**src/rtl/btc_nonce_collector.sv**
```systemverilog
// btc_nonce_collector: per-core nonce_found edge detect, per-core pending
// slots, round-robin arbitration into a small result FIFO with a valid/ready
// pop port, drop accounting and a level interrupt.
// Optional feature macro: NONCE_COLLECTOR_TIMESTAMP_EN (adds rd_tstamp).

// Per-core pending slot: edge detect, snapshot and drop indication.
module btc_nonce_slot #(
    parameter int W = 32
) (
    input  logic         clk,
    input  logic         rst_n,
    input  logic         clear,
    input  logic         found,
    input  logic         grant,
    input  logic [W-1:0] din,
    output logic         pend,
    output logic [W-1:0] snap,
    output logic         drop
);
    logic found_q;
    logic rise;

    assign rise = found & ~found_q;
    // A rise onto an occupied slot is lost unless the slot drains this cycle.
    assign drop = rise & pend & ~grant & ~clear;

    // Edge-detect register and slot fill/drain; a granted slot may refill at once.
    always_ff @(posedge clk) begin
        if (!rst_n) begin
            found_q <= 1'b0;
            pend    <= 1'b0;
            snap    <= '0;
        end else if (clear) begin
            found_q <= found;
            pend    <= 1'b0;
        end else begin
            found_q <= found;
            if (rise && (!pend || grant)) begin
                pend <= 1'b1;
                snap <= din;
            end else if (grant) begin
                pend <= 1'b0;
            end
        end
    end
endmodule

module btc_nonce_collector #(
    parameter int NUM_CORES = 8,
    parameter int DEPTH     = 8
) (
    input  logic                         clk,
    input  logic                         rst_n,
    input  logic [NUM_CORES-1:0]         found_vec,
    input  logic [32*NUM_CORES-1:0]      nonce_flat,
    input  logic                         clear,
    input  logic                         irq_en,
    output logic                         rd_valid,
    input  logic                         rd_ready,
    output logic [31:0]                  rd_nonce,
    output logic [$clog2(NUM_CORES)-1:0] rd_core,
    output logic [$clog2(DEPTH):0]       count,
`ifdef NONCE_COLLECTOR_TIMESTAMP_EN
    output logic [31:0]                  rd_tstamp,
`endif
    output logic                         overflow,
    output logic [15:0]                  drop_cnt,
    output logic                         irq
);
    localparam int IW = $clog2(NUM_CORES);
    localparam int AW = $clog2(DEPTH);
    localparam int CW = AW + 1;
`ifdef NONCE_COLLECTOR_TIMESTAMP_EN
    localparam int SW = 64;
`else
    localparam int SW = 32;
`endif
    localparam int EW = SW + IW;

    logic [NUM_CORES-1:0]         pend, drop, grant_vec;
    logic [NUM_CORES-1:0][SW-1:0] snap;
    logic [IW-1:0]                ptr, gnt_idx, idx;
    logic                         gnt_any, do_wr, pop, space;
    logic [EW-1:0]                mem [DEPTH];
    logic [AW-1:0]                wr_ptr, rd_ptr;
    logic [EW-1:0]                head;
    logic [16:0]                  ndrop, dsum;
`ifdef NONCE_COLLECTOR_TIMESTAMP_EN
    logic [31:0]                  tstamp;
`endif

    for (genvar i = 0; i < NUM_CORES; i++) begin : g_slot
        logic [SW-1:0] din;
`ifdef NONCE_COLLECTOR_TIMESTAMP_EN
        assign din = {tstamp, nonce_flat[32*i +: 32]};
`else
        assign din = nonce_flat[32*i +: 32];
`endif
        btc_nonce_slot #(.W(SW)) u_slot (
            .clk   (clk),
            .rst_n (rst_n),
            .clear (clear),
            .found (found_vec[i]),
            .grant (grant_vec[i]),
            .din   (din),
            .pend  (pend[i]),
            .snap  (snap[i]),
            .drop  (drop[i])
        );
    end

    assign rd_valid = (count != '0);
    assign pop      = rd_valid & rd_ready;
    assign space    = (count < CW'(DEPTH)) | pop;
    assign do_wr    = gnt_any & space & ~clear;

    // Round-robin pick: first pending core at or after ptr, one grant per cycle.
    always_comb begin
        gnt_any   = 1'b0;
        gnt_idx   = '0;
        idx       = '0;
        grant_vec = '0;
        for (int k = 0; k < NUM_CORES; k++) begin
            idx = ptr + IW'(k);
            if (!gnt_any && pend[idx]) begin
                gnt_any = 1'b1;
                gnt_idx = idx;
            end
        end
        if (do_wr) grant_vec[gnt_idx] = 1'b1;
    end

    // Number of results lost this cycle and the saturating running total.
    always_comb begin
        ndrop = '0;
        for (int i = 0; i < NUM_CORES; i++) ndrop = ndrop + 17'(drop[i]);
        dsum = {1'b0, drop_cnt} + ndrop;
    end

    // FIFO storage; contents need no reset because the outputs are gated by rd_valid.
    always_ff @(posedge clk) begin
        if (rst_n && do_wr) mem[wr_ptr] <= {snap[gnt_idx], gnt_idx};
    end

    // FIFO pointers and occupancy; pop and write together leave count unchanged.
    always_ff @(posedge clk) begin
        if (!rst_n || clear) begin
            wr_ptr <= '0;
            rd_ptr <= '0;
            count  <= '0;
        end else begin
            if (do_wr) wr_ptr <= wr_ptr + 1'b1;
            if (pop)   rd_ptr <= rd_ptr + 1'b1;
            if (do_wr && !pop)      count <= count + 1'b1;
            else if (!do_wr && pop) count <= count - 1'b1;
        end
    end

    // Arbiter pointer, sticky overflow and saturating drop counter.
    always_ff @(posedge clk) begin
        if (!rst_n || clear) begin
            ptr      <= '0;
            overflow <= 1'b0;
            drop_cnt <= '0;
        end else begin
            if (do_wr) ptr <= gnt_idx + IW'(1);
            if (ndrop != '0) begin
                overflow <= 1'b1;
                drop_cnt <= dsum[16] ? 16'hFFFF : dsum[15:0];
            end
        end
    end

`ifdef NONCE_COLLECTOR_TIMESTAMP_EN
    // Free-running cycle counter captured alongside each snapshot.
    always_ff @(posedge clk) begin
        if (!rst_n || clear) tstamp <= '0;
        else                 tstamp <= tstamp + 32'd1;
    end
    assign rd_tstamp = rd_valid ? head[IW+63:IW+32] : 32'd0;
`endif

    assign head     = mem[rd_ptr];
    assign rd_core  = rd_valid ? head[IW-1:0] : '0;
    assign rd_nonce = rd_valid ? head[IW+31:IW] : 32'd0;
    assign irq      = irq_en & (rd_valid | overflow);
endmodule

```
**config.mk**
```make
export PLATFORM = sky130hd
export DESIGN_NAME = btc_nonce_collector
export DESIGN_NICKNAME = d
export VERILOG_FILES = /design/src/rtl/btc_nonce_collector.sv
export SDC_FILE = /design/constraint.sdc
export NUM_CORES = 1
export LEC_CHECK = 0
export CAP_MARGIN = 20
export CORE_MARGIN = 2
export CORE_UTILIZATION = 45
export DETAILED_ROUTE_END_ITERATION = 6
export GPL_TIMING_DRIVEN = 1
export MAX_ROUTING_LAYER = met4
export PLACE_DENSITY = 0.7
export SYNTH_ARGS = -nofsm -noshare
export SYNTH_HDL_FRONTEND = slang
export SYNTH_HIERARCHICAL = 1
export SYNTH_SLANG_ARGS = --single-unit
```
**constraint.sdc**
```tcl
create_clock -name clk -period 17.1 [get_ports clk]
set_input_delay 1.71 -clock clk [delete_from_list [all_inputs] [get_ports clk]]
set_output_delay 1.71 -clock clk [all_outputs]
set_load 0.02 [all_outputs]
```
* Yosys cells after proc, flatten, opt, wreduce, memory -nomap -nowiden
Memory sizes are Yosys's and may differ from the RTL's. A register that Yosys moved wholly into a read port is not among the register bits.
Cells that the tools add are included.
** Operators by class
- Reductions and logical operators :: 66
- Bitwise gates (word level) :: 56
- Add/sub/neg operators :: 20
- Muxes and demuxes :: 62
- Magnitude comparators :: 11
** Operator list (number)
- 32-bit binary-select mux with 3-bit select :: 1
- 32-bit 2-to-1 mux :: 2
- 1-bit AND :: 36
- 3-bit by 4-bit < comparator with 1-bit output, second input constant :: 9
- 1-bit 2-to-1 mux :: 35
- 3-bit 2-to-1 mux :: 11
- 1-bit binary-select mux with 3-bit select :: 8
- 1-bit logical AND :: 19
- 1-bit zero test :: 18
- 1-bit inverter :: 18
- 2-bit nonzero test :: 9
- 16-bit by 8-bit adder with 17-bit output :: 1
- 17-bit nonzero test :: 1
- 16-bit 2-to-1 mux :: 1
- 2-bit AND reduction :: 8
- 3-bit by 1-bit adder with 3-bit output, second input constant :: 4
- 3-bit adder, second input constant :: 4
- 1-bit logical OR :: 9
- 7-bit by 1-bit adder with 8-bit output :: 1
- 4-bit 2-to-1 mux :: 2
- 8-bit 2-to-1 mux :: 1
- 6-bit by 1-bit adder with 7-bit output :: 1
- 3-bit by 2-bit adder with 3-bit output, second input constant :: 2
- 5-bit by 1-bit adder with 6-bit output :: 1
- 12 further kinds :: 13
** Storage, ports and cells
- Input port bits :: 269
- Output and inout bits :: 58
- Logic and storage cells :: 246
- Memory bits (writable) :: 280
- Flip-flop bits (word level) :: 302
- Memories :: 1
** Memory list
- mem :: depth 8, width 35, rd ports 1, clocked after memory_dff 1, wr ports 1, RTL line 84 : logic [EW-1:0] mem [DEPTH];

* Longest topological paths before layout
- Depth after elaboration :: 41
- Gate-level depth with buffers :: 36
- Gate-level depth less buffers :: 31

* Hierarchy
Netlist, hierarchy kept.
** Modules (own cells, without submodules)
- btc_nonce_collector :: area each 15514.9 sq um, seq. area each 9068.7 sq um, times used 1, cells each 1042
- btc_nonce_slot :: area each 1398.8 sq um, seq. area each 680.7 sq um, times used 8, cells each 148

* Least setup slack after synthesis
No wires, ideal clock.
- Path type :: register to register
- Start point :: register ptr[0]
- End point :: register drop_cnt[14]
- Buffers on the path :: 6
- Clock period less this slack :: 7.883 ns
- Slack :: 9.217 ns
- Cell stages (with the launch flop) :: 35
- Arrival :: 7.813 ns
- Setup time :: 0.070 ns
- Data required time :: 17.030 ns
- Cell sequence :: dfxtp_1 -> buf_2 -> inv_1 -> buf_2 -> ha_1 -> buf_2 -> buf_6 -> mux2_4 -> mux4_2 -> o32ai_2 -> nand3_1 -> o211a_1 -> a21oi_4 -> buf_2 -> buf_2 -> nor4_1 -> nor3b_1 -> inv_1 -> fa_1 -> fa_1 -> fa_1 -> inv_1 -> ha_1 -> inv_1 -> fa_1 -> fa_1 -> nor2b_1 -> o21ai_0 -> nand2b_1 -> and2_1 -> and3_1 -> nor2b_1 -> nand3_1 -> xor2_1 -> a21oi_1
** On the way
- Word-level cells in the longest chain between the ends :: 41
- Elaborated cells on any way between the ends :: 95
- Those cells by class :: 15 x add/sub; 2 x order compare; 36 x mux; 26 x bitwise; 16 x reduce/logical
** Ends and longest elaborated chain
- start: declaration :: RTL line 82 : logic [IW-1:0] ptr, gnt_idx, idx;
- start signal: assignment :: RTL line 166 : if (do_wr) ptr <= gnt_idx + IW'(1);
- branches (longest 23 deep; another with 3-bit by 1-bit adder with 3-bit output)
- 3-bit 2-to-1 mux (*) :: RTL line 125 : if (!gnt_any && pend[idx]) begin
- net gnt_idx[2] :: RTL line 82
- 3-bit by 4-bit < comparator with 1-bit output (not written as such) / 3-bit by 1-bit greater-or-equal comparator with 1-bit output (equally long branches) :: RTL line 130 : if (do_wr) grant_vec[gnt_idx] = 1'b1;
- 1-bit logical AND (not written as such) :: RTL line 130
- 1-bit 2-to-1 mux (not written as such) :: RTL line 130
- 1-bit demux with 3-bit select (*) :: RTL line 130
- 8-bit 2-to-1 mux (*) :: RTL line 130
- net grant_vec[0] :: RTL line 80 : logic [NUM_CORES-1:0] pend, drop, grant_vec;
- [3 not listed]
- net drop[0] :: RTL line 80
- [1 not listed]
- 2-bit by 1-bit adder with 3-bit output (*) :: RTL line 136 : for (int i = 0; i < NUM_CORES; i++) ndrop = ndrop + 17'(drop[i]);
- 3-bit by 1-bit adder with 4-bit output (*) :: RTL line 136
- 4-bit by 1-bit adder with 5-bit output (*) :: RTL line 136
- 5-bit by 1-bit adder with 6-bit output (*) :: RTL line 136
- 6-bit by 1-bit adder with 7-bit output (*) :: RTL line 136
- 7-bit by 1-bit adder with 8-bit output (*) :: RTL line 136
- 16-bit by 8-bit adder with 17-bit output :: RTL line 137 : dsum = {1'b0, drop_cnt} + ndrop;
- 16-bit 2-to-1 mux :: RTL line 169 : drop_cnt <= dsum[16] ? 16'hFFFF : dsum[15:0];
- end signal: assignment :: RTL line 169
- end: declaration :: RTL line 67 : output logic [15:0] drop_cnt,
Mark *: on every way through the listed nets, which the timed path passes. The select of a mux whose other input is x is not followed.
A chain may end at the register's enable or synchronous reset.

* Final worst setup path
- Start point :: register ptr[0]
- End point :: register drop_cnt[14]
** On the way
- Word-level cells in the longest chain between the ends :: 41
- Elaborated cells on any way between the ends :: 95
- Those cells by class :: 15 x add/sub; 2 x order compare; 36 x mux; 26 x bitwise; 16 x reduce/logical
** Ends and longest elaborated chain
- branches (longest 28 deep; another with 3-bit by 1-bit adder with 3-bit output)
- 8-bit 2-to-1 mux (*) :: RTL line 130
- net grant_vec[0] :: RTL line 80
- 1-bit inverter (*) :: RTL line 25 : assign drop = rise & pend & ~grant & ~clear;
- 1-bit AND (*) (2 in series) :: RTL line 25
- net drop[0] :: RTL line 80
- 1-bit by 1-bit adder with 2-bit output (*) :: RTL line 136
- 2-bit by 1-bit adder with 3-bit output (*) :: RTL line 136
- 3-bit by 1-bit adder with 4-bit output (*) :: RTL line 136
- 4-bit by 1-bit adder with 5-bit output (*) :: RTL line 136
- 5-bit by 1-bit adder with 6-bit output (*) :: RTL line 136
- 6-bit by 1-bit adder with 7-bit output (*) :: RTL line 136
- 7-bit by 1-bit adder with 8-bit output (*) :: RTL line 136
- 16-bit by 8-bit adder with 17-bit output :: RTL line 137
- 16-bit 2-to-1 mux :: RTL line 169
Marks and branches as above.

==> impl_table.tex <==
\begin{tabular}{lr}
\hline
Metric & Value \\
\hline
\multicolumn{2}{l}{\textbf{Route}} \\
\quad Total Wirelength & between 70,000 and 80,000 um \\
\quad Routed length per instance & 22.6 um \\
\quad Via total after detailed routing & 18,300 \\
\quad Number of remaining DRC errors & 0 \\
\quad Post-DRT Antenna Nets & 1 \\
\quad Detailed Routing Iterations Pass 1 & 6 \\
\quad Mean number of vias per cell & 5.53 \\
\quad Violation count after the first detailed-routing iteration & 1,627 \\
\multicolumn{2}{l}{\textbf{Final layout}} \\
\quad Area growth from synthesis to layout & 20.5\% \\
\quad Most common library cell in the layout ignoring fill and taps & sky130\_fd\_sc\_hd\_\_nand2\_1 \\
\quad Fraction of final layout cells with drive strength greater than 1 & 0.121 \\
\quad Total area of multi-input combinational cells & between 10,000 and 15,000 um\^{}2 \\
\quad Fillcell total & 4,878 \\
\quad Layout Nets & 2,773 \\
\quad Top library cells by usage in the layout, fill and taps aside & sky130\_fd\_sc\_hd\_\_nand2\_1 (566), sky130\_fd\_sc\_hd\_\_mux2i\_1 (331), sky130\_fd\_sc\_hd\_\_clkdlybuf4s50\_1 (325), sky130\_fd\_sc\_hd\_\_dfxtp\_1 (302), sky130\_fd\_sc\_hd\_\_edfxtp\_1 (280) \\
\quad Sequential standard cell area & $\sim$15,000 um\^{}2 \\
\multicolumn{2}{l}{\textbf{Status}} \\
\quad Outcome & finished with violations \\
\quad Violations in the final reports & antenna rules \\
\multicolumn{2}{l}{\textbf{Power and ir drop}} \\
\quad Leakage component of the power & 11.0 nW \\
\quad Proportion of power drawn by flip-flops and latches & 0.423 \\
\quad Switching power & 1.25 mW \\
\quad Cell-internal power & about 2.8 mW \\
\quad Switching share of total power & 0.312 \\
\quad Clock group share of total power & 0.321 \\
\quad Part of the total power dissipated in combinational logic & 0.256 \\
\quad Overall Power & 4.00 mW \\
\quad Max VDD drop & 0.104 mV \\
\quad P per Cell Area & 124 nW/um\^{}2 \\
\multicolumn{2}{l}{\textbf{Timing}} \\
\quad Count of pins over their slew limit & 0 \\
\quad RSZ-0062 raised after global routing & false \\
\quad F\_max & 0.0975 GHz \\
\quad Total setup violations reported at the end of the flow & 0 \\
\quad Slew margin rel. & 0.246 \\
\quad Fin worst setup slack & 6850 ps \\
\quad Maximum clock skew at final layout & between 20 and 30 ps \\
\quad Tcrit/Tclk final & 0.600 \\
\quad Count of endpoints failing hold in the final timing report & 0 \\
\quad Slew of the pin with the lowest slew margin & about 1100 ps \\
\quad Minimum period implied by the final worst setup slack & 10,250 ps \\
\quad Setup TNS & 0 ps \\
\multicolumn{2}{l}{\textbf{Clock tree}} \\
\quad Post-CTS setup buffers & 0 \\
\quad CTS clock-pin slew for the worst setup and hold paths & 60 ps \\
\quad CTS hold repair buffers & 0 \\
\quad CTS tree & yes \\
\quad Clock Path Buffers & 3 \\
\quad Number of sinks driven by the clock tree & 585 \\
\quad CTS H-tree lvls & 2 \\
\quad Clock root buffer & sky130\_fd\_sc\_hd\_\_clkbuf\_16 \\
\quad Worst-Skew Late Latency & 630 ps \\
\quad Post-cts repair resize count & 0 \\
\quad Number of buffers created by CTS & 57 \\
\multicolumn{2}{l}{\textbf{Synth}} \\
\quad Syn nets & 2,516 \\
\quad Post-Synthesis Cell Area & 26,700 um\^{}2 \\
\quad Dominant synthesized flop cell & sky130\_fd\_sc\_hd\_\_dfxtp\_1 \\
\quad Sequential fraction of the synthesis area & 0.543 \\
\quad Synthesis warning total & 6 \\
\quad Library cell with the largest summed area after synthesis & sky130\_fd\_sc\_hd\_\_edfxtp\_1 \\
\quad Post-synth top area share & 0.315 \\
\quad Fraction of synthesis flops using an asynchronous set or reset pin & 0 \\
\quad Synthesized netlist cell count & 2,226 \\
\quad Count of flip-flops with a built-in enable after synthesis & 280 \\
\quad Synthesized area per cell & 12.0 um\^{}2 \\
\quad Count of state elements after synthesis & 585 \\
\quad Ranking of synthesized cells by area & sky130\_fd\_sc\_hd\_\_edfxtp\_1 (31\%), sky130\_fd\_sc\_hd\_\_dfxtp\_1 (23\%), sky130\_fd\_sc\_hd\_\_mux2i\_1 (12\%) \\
\quad Post-synthesis cell type count & 67 \\
\multicolumn{2}{l}{\textbf{Floorplan}} \\
\quad Placeable Area & 58,800 um\^{}2 \\
\quad Die area & 61,300 um\^{}2 \\
\quad Initial core utilization & 0.454 \\
\quad Number of placement rows & 89 \\
\quad I/O Pins & about 330 \\
\quad Die height & 248 um \\
\quad Horizontal die dimension & between 200 and 250 um \\
\multicolumn{2}{l}{\textbf{Placement}} \\
\quad Worst slack after detailed placement & just under 7000 ps \\
\quad Global placement routability congestion & 0.883 \\
\quad Final HPWL from detailed placement & between 50,000 and 60,000 um \\
\quad Port Buffers & 326 \\
\multicolumn{2}{l}{\textbf{Worst setup path}} \\
\quad Gate family responsible for the most delay along the worst path & adder cells \\
\quad Worst path buffer plus inverter count & 6 \\
\quad Critical path launch point type & flop \\
\quad Timing startpoint of the critical path & ptr[0] \\
\quad Data required time of the worst path & 17,640 ps \\
\quad Data arrival, critical path & 10,800 ps \\
\quad Reg2reg start & ptr[0] \\
\quad Type of the setup path with the least slack & flop to flop \\
\quad Largest fanout of any net on the critical path & 60 \\
\quad CP max-delay cell & sky130\_fd\_sc\_hd\_\_ha\_1 \\
\quad Top cell by count, worst path & sky130\_fd\_sc\_hd\_\_fa\_1 \\
\quad Type of destination of the critical path & flop \\
\quad Slowest stage delay, CP & 860 ps \\
\multicolumn{2}{l}{\textbf{Global route}} \\
\quad Global Route Usage Sum & 0.248 \\
\quad Maximum number of pins on one net before global-route repair & around 210 \\
\quad Vias in the first global route & $\sim$18,000 \\
\quad Total gr overflow & 0 \\
\quad Initial antenna violation count & 2 \\
\quad Global-route wire length before repair & 111,000 um \\
\multicolumn{2}{l}{\textbf{Hold path}} \\
\quad Startpoint of the tightest hold check path & g\_slot[3].u\_slot/snap[5] \\
\quad Tightest Hold Check Type & flop to flop \\
\multicolumn{2}{l}{\textbf{Flow run}} \\
\quad Max capacitance violation total & 0 \\
\hline
\end{tabular}
==> synth_stat cells (7+ instances only) <==
cell,instances
sky130_fd_sc_hd__mux2_2,51
sky130_fd_sc_hd__clkbuf_1,64
sky130_fd_sc_hd__xor2_1,15
sky130_fd_sc_hd__xnor2_1,9
sky130_fd_sc_hd__mux4_2,83
sky130_fd_sc_hd__nor2b_1,8
sky130_fd_sc_hd__inv_1,32
sky130_fd_sc_hd__dfxtp_1,305
sky130_fd_sc_hd__mux2i_1,331
sky130_fd_sc_hd__and2_2,8
sky130_fd_sc_hd__a32oi_1,21
sky130_fd_sc_hd__nand2_1,566
sky130_fd_sc_hd__a21oi_1,29
sky130_fd_sc_hd__and2b_1,8
sky130_fd_sc_hd__a22oi_1,32
sky130_fd_sc_hd__a31oi_1,21
sky130_fd_sc_hd__nand3_1,15
sky130_fd_sc_hd__nor3b_1,43
sky130_fd_sc_hd__nor2_8,8
sky130_fd_sc_hd__or3b_4,8
sky130_fd_sc_hd__buf_2,28
sky130_fd_sc_hd__edfxtp_1,280
sky130_fd_sc_hd__buf_1,34
sky130_fd_sc_hd__o21ai_0,7
sky130_fd_sc_hd__buf_12,24
sky130_fd_sc_hd__a221oi_1,32
sky130_fd_sc_hd__nor2_1,67
sky130_fd_sc_hd__ha_1,15
==> worst reg2reg max path, delay by kind of cell, from the launching register on <==
kind / cells / cell delay (ps)
mux: 2 / 940
fa+ha+maj: 7 / 3450
buf+inv: 6 / 1840
xor+xnor: 1 / 150
flops: 1 / 620
compound gates: 5 / 1510
simple gates: 9 / 1680
==> flip-flops by register name, indices dropped and copies added (netlist names), named ones only <==
signal,count
mem,280
g_slot.u_slot/snap,256
drop_cnt,16
g_slot.u_slot/found_q,8
g_slot.u_slot/pend,8
count,4
ptr,3
rd_ptr,3
wr_ptr,3
overflow,1
==> final timing paths <==
path / to / slack (ps) / cells after the start
hold reg to reg: g_slot[3].u_slot/snap[5] / 460 / 2
hold / removal: g_slot[3].u_slot/snap[5] / 460 / 2
setup / recovery: drop_cnt[14] / 6850 / 30
setup reg to reg: drop_cnt[14] / 6850 / 30
==> per-stage QoR <==
step | instances | util | hold WS, ps | cell area, um^2
6_report | 3310 | 0.547 | 456 | 32200
2_1_floorplan | 2226 | - | 430 | 26700
3_5_place_dp | 3196 | 0.514 | 442 | 30200
3_3_place_gp | 3196 | 0.514 | 438 | 30200
5_1_grt | 3303 | 0.547 | 468 | 32200
4_1_cts | 3300 | 0.547 | 456 | 32100
==> kinds of logic after synthesis <==
kind of cell	share of synthesized area
flip-flops	0.543
AO/OA/AOI/OAI	0.0469
AND/OR/NAND/NOR	0.129
XOR/XNOR	0.00787
multiplexers	0.217
adder cells (fa/ha/maj)	0.0115
buffers and inverters	0.0446
==> power by group through the flow <==
stage          registers, mW  clock network [mW]  logic (mW)
2_1_floorplan           1.71                   0       0.623
3_3_place_gp            1.72                   0       0.993
3_5_place_dp            1.72                   0        1.02
4_1_cts                 1.69                1.30        1.02
5_1_grt                 1.70                1.36        1.10
6_report                1.69                1.28        1.03
==> area by class of cell <==
class	instances	share of cell area
sequential	585	0.451
tap	773	0.0300
timing repair buffer	355	0.109
multi-input combinational	1450	0.345
antenna	9	0.000700
inverter	34	0.00397
clock inverter	22	0.00863
clock buffer	82	0.0516
==> routing by layer <==
| metal | track usage | up-vias | share of wire |
|---|---|---|---|
| met5 | - | - | 0 |
| met4 | 0.0815 | 0 | 0.032 |
| met3 | 0.0533 | 103 | 0.074 |
| met2 | 0.371 | 638 | 0.46 |
| met1 | 0.336 | 9068 | 0.44 |
| li1 | - | 8488 | - |
Power figures use the tool's default switching activity.
